$ cat src/rtl/set_bit_iterator.sv
// set_bit_iterator: accepts a vector and emits one output beat per set bit,
// highest bit first, with a ready/valid handshake on both sides. An all-zero
// vector produces a single beat flagged with o_zero.
//
// state    | meaning
// ---------+--------------------------------------------------------------
// ST_IDLE  | no vector held; o_ready=1, o_valid=0
// ST_ITER  | residual vector held; o_valid=1, beat reflects its leading one

// Leading-one detector: index of the most significant set bit of i_vec.
// o_found is low for an all-zero vector, in which case o_index is 0.
module leading_one_detect #(
  parameter int DATA_WD = 8,
  parameter int IND_WD  = $clog2(DATA_WD)
) (
  input  logic [DATA_WD-1:0] i_vec,
  output logic [IND_WD-1:0]  o_index,
  output logic               o_found
);

  // Ascending scan so the highest set bit is the last one written.
  always_comb begin
    o_index = '0;
    o_found = 1'b0;
    for (int i = 0; i < DATA_WD; i++) begin
      if (i_vec[i]) begin
        o_index = IND_WD'(i);
        o_found = 1'b1;
      end
    end
  end

endmodule

module set_bit_iterator #(
  parameter int DATA_WD = 8,
  parameter int IND_WD  = $clog2(DATA_WD)
) (
  input  logic               i_clk,
  input  logic               i_rst,
  input  logic               i_valid,
  input  logic [DATA_WD-1:0] i_data,
  output logic               o_ready,
  output logic               o_valid,
  input  logic               i_ready,
  output logic [IND_WD-1:0]  o_index,
  output logic               o_last,
  output logic               o_zero
);

  typedef enum logic {
    ST_IDLE = 1'b0,
    ST_ITER = 1'b1
  } state_t;

  state_t             r_state;
  state_t             w_state_nxt;
  logic [DATA_WD-1:0] r_residual;
  logic [DATA_WD-1:0] w_residual_nxt;

  logic [IND_WD-1:0]  w_lod_index;
  logic               w_found;
  logic               w_single;
  logic [DATA_WD-1:0] w_clr_mask;

  leading_one_detect #(
    .DATA_WD (DATA_WD),
    .IND_WD  (IND_WD)
  ) u_lod (
    .i_vec   (r_residual),
    .o_index (w_lod_index),
    .o_found (w_found)
  );

  // Clearing the lowest set bit leaves zero exactly when at most one bit is set.
  assign w_single   = ((r_residual & (r_residual - DATA_WD'(1))) == '0);
  assign w_clr_mask = DATA_WD'(1) << w_lod_index;

  // Next-state, residual update and handshake outputs; outputs are forced
  // to zero in IDLE so nothing stale is presented after reset or drain.
  always_comb begin
    w_state_nxt    = r_state;
    w_residual_nxt = r_residual;
    o_ready        = 1'b0;
    o_valid        = 1'b0;
    o_index        = '0;
    o_last         = 1'b0;
    o_zero         = 1'b0;
    case (r_state)
      ST_IDLE: begin
        o_ready = 1'b1;
        if (i_valid) begin
          w_residual_nxt = i_data;
          w_state_nxt    = ST_ITER;
        end
      end
      ST_ITER: begin
        o_valid = 1'b1;
        o_index = w_lod_index;
        o_last  = w_single;
        o_zero  = !w_found;
        if (i_ready) begin
          if (w_single) begin
            // Final beat leaves: accept a new vector in the same cycle so
            // back-to-back vectors stream without an idle bubble.
            o_ready = 1'b1;
            if (i_valid) begin
              w_residual_nxt = i_data;
            end else begin
              w_residual_nxt = '0;
              w_state_nxt    = ST_IDLE;
            end
          end else begin
            w_residual_nxt = r_residual & ~w_clr_mask;
          end
        end
      end
      default: begin
        w_state_nxt    = ST_IDLE;
        w_residual_nxt = '0;
      end
    endcase
  end

  // State and residual registers; reset overrides any handshake this cycle.
  always_ff @(posedge i_clk) begin
    if (i_rst) begin
      r_state    <= ST_IDLE;
      r_residual <= '0;
    end else begin
      r_state    <= w_state_nxt;
      r_residual <= w_residual_nxt;
    end
  end

endmodule

$ cat config.mk
export PLATFORM = sky130hd
export DESIGN_NAME = set_bit_iterator
export DESIGN_NICKNAME = d
export VERILOG_FILES = /design/src/rtl/set_bit_iterator.sv
export SDC_FILE = /design/constraint.sdc
export NUM_CORES = 1
export LEC_CHECK = 0
export ABC_AREA = 1
export BUFFER_PORTS_ARGS = -buffer_cell sky130_fd_sc_hd__buf_2
export CORE_MARGIN = 2
export CORE_UTILIZATION = 32
export CTS_CLUSTER_DIAMETER = 80
export DETAILED_ROUTE_END_ITERATION = 6
export PLACE_DENSITY = 0.56
export SLEW_MARGIN = 20
export SYNTH_ARGS = -nofsm -noshare
export SYNTH_HDL_FRONTEND = slang
export SYNTH_HIERARCHICAL = 1
export SYNTH_SLANG_ARGS = --single-unit
$ cat constraint.sdc
create_clock -name i_clk -period 1.58 [get_ports i_clk]
set_input_delay 0 -clock i_clk [delete_from_list [all_inputs] [get_ports i_clk]]
set_output_delay 0 -clock i_clk [all_outputs]
set_load 0.01 [all_outputs]
==> summary.md <==
| Metric | Value |
|---|---|
| Hpwl dp | 1780 µm |
| Clock sinks | 9 |
| Largest family of logic cells by synthesized area | simple AND/OR/NAND/NOR gates |
| Final Hold Fails | 0 |
| DR vias/cell | 4.98 |
| Yosys top cell area share | 0.216 |
| Worst-skew pair later-pin latency | 0.27 ns |
| Synth Area in XOR/XNOR | 0 |
| Nets | 192 |
| Fmax | 666 MHz |
| Pre-CTS WS | 0.0799 ns |
| Max-cap violation count | 0 |
| Final min period | 1.50 ns |
| Count leader, synth | nand2_1 |
| Worst Max-Slew Pin Slew | 0.321 ns |
| Max_slew headroom | 0.786 |
| Synthesized cell area | 833 µm² |
| Tot GR Track Use | 0.194 |
| Layout Utilization | 0.466 |
| Avg Inst Size Synth | 5.71 µm² |
| Share of cells above drive strength 1 | 0.380 |
| HP Class | input port to flip-flop |
| Unrepaired setup endpoints after global routing | yes |
| Seq/Total Area, Yosys | 0.216 |
| Die Y | 55.0 µm |
| Post-synthesis simple-gate area fraction | 0.428 |
| Cells after synthesis | 146 |
| Pin count of the biggest net entering global routing | 11 |
| Vias in the first global route | 973 |
| Finished Layout Cells | 209 |
| CTS root buffer | clkbuf_4 |
| Yosys reg bits | 9 |
| Commonest cells in the synthesized netlist | 47 x nand2_1, 20 x inv_1, 13 x a21oi_1 |
| Period Utilization, post-route | 0.950 |
| Worst setup EP type | primary output |
| Initial DRC count | 22 |
| Post-Synth Adder-Cell Area | 0 |
| Complex-gate fraction of the synthesized area | 0.230 |
| Critical path class | flip-flop to primary output |
| Leading area contributor after synthesis | dfxtp_1 |
| Clock Tree Buf Depth | 2 |
| Synth Warn # | 6 |
| Synth top area cells | dfxtp_1 22%, nand2_1 21%, inv_1 9.0% |
| DR pass1 iterations | 4 |
| Max-slew violation count | 0 |
| DIE AREA | 0.00303 mm² |
| Final setup violation count | 0 |
| Crit Path Max Fanout | 10 |
| Std-Cell Rows | 18 |
| Synth Flop Type | dfxtp_1 |
| Starting Density | 0.336 |
| Post-synthesis mux area share | 0 |
| Clk_skew | 0.000928 ns |
| Dpl cells | 201 |
| Diode count | 0 |
| DRC violations left | 0 |
| PortBufs | 18 |
| Overall Power | 1040 µW |
| Yosys cell types | 23 |
| CORE AREA | 0.00248 mm² |
| Grt ovf | 0 |
| Initial antenna violation count | 0 |
| Die Wd | 55.0 µm |
| CTS clock-pin slew for the worst setup and hold paths | 0.07 ns |
| Post-synth EDFFs | 0 |
| WL per Instance | 11.5 µm |
| Status | complete, no violations |
| Total Wirelength | 2410 µm |
| Peak supply drop | 0.000442 V |
| Global-route wire length before repair | 4150 µm |
| Setup ws final | 0.0782 ns |
| Crit start category | flip-flop |
| IO Count | 19 |
| Synthesis-to-layout area growth | 38.6% |
| CP required | 1.58 ns |
| Final GP Congestion | 0.862 |
| Antenna Nets Post-Route | 0 |
| Ys async rst share | 0 |
| CTS buffer count | 3 |
| WP data arrival | 1.50 ns |
| TritonCTS clock tree | yes |
| Leakage Power | 0.000606 µW |
| Setup TNS | 0 ns |
| Synth Net Count | 158 |
| Vias | 1,040 |
| H-tree Lvls | 1 |
| Power per cell area | 898 mW/mm² |
worst max-delay path, cell delays in order, from the launching register on:
cell and delay [ns]:
dfxtp_2 0.35, buf_4 0.16, nor2_4 0.10, nand3_1 0.09, nand2_2 0.10, inv_4 0.07, nor2_4 0.12, nand2_1 0.07
nand2_2 0.07, buf_6 0.10
path summary, 6_finish.rpt:
path,slack [ns],end,startpoint,depth (start not counted)
setup / recovery,0.08,o_ready,r_residual[4],9
hold / removal,0.04,r_residual[1],i_data[1],3
setup reg to reg,0.14,r_residual[0],r_residual[4],10
hold reg to reg,0.53,r_residual[5],r_residual[5],2
power breakdown:
group / switching (µW) / internal (µW)
Sequential: 32.8 / 252
Combinational: 326 / 232
Clock: 96.6 / 97.9
layout make-up:
| type | count | area (µm²) |
|---|---|---|
| Fill cell | 280 | 1320 |
| Inverter | 25 | 96.3 |
| Tap cell | 30 | 37.5 |
| Sequential cell | 9 | 186 |
| Timing Repair Buffer | 31 | 200 |
| Clock buffer | 4 | 26.3 |
| Multi-Input combinational cell | 110 | 608 |
state kept, by name, indices dropped and copies added, names as in the netlist:
name and count:
r_state 1, r_residual 8
cells in the final DEF, fill, tap and decap left out, drive strengths merged:
cell type / n
nand2: 51
buf: 30
inv: 24
a21oi: 13
nor2: 13
o21ai: 12
nand3: 11
dfxtp: 9
o31ai: 4
clkbuf: 4
nor3: 2
o21bai: 2
or2: 1
a31oi: 1
clkinv: 1
dlygate4sd3: 1
cell families (layout without fill, tap and decap cells):
logic type	Yosys count	in the layout
compound gates	32	32
simple gates	78	78
buf+inv	27	60
flops	9	9
routing by layer:
layer  global-route usage  share of wire
met3               0.0269          0.049
met2                0.310           0.48
met4               0.0894          0.020
met5                    0              0
met1                0.257           0.45
per-stage QoR:
step / hold WS (ns) / instance area, µm²
final: 0.0422 / 1150
after CTS: 0.0399 / 1070
after global routing: 0.0498 / 1150
after global placement: 0.254 / 1020
after floorplan: 0.0691 / 833
after detailed placement: 0.259 / 1020
repair_timing:
item                                    in CTS  in global routing
endpoints found under the hold margin        5                  0
endpoints found under the setup margin       1                  9
resized for setup                            1                 25
hold buffers                                 1                  0
buffers inserted                             2                  1
pin swaps                                    1                  6
gates cloned                                 0                  0
Note: power is estimated with default switching activity, not from simulation.
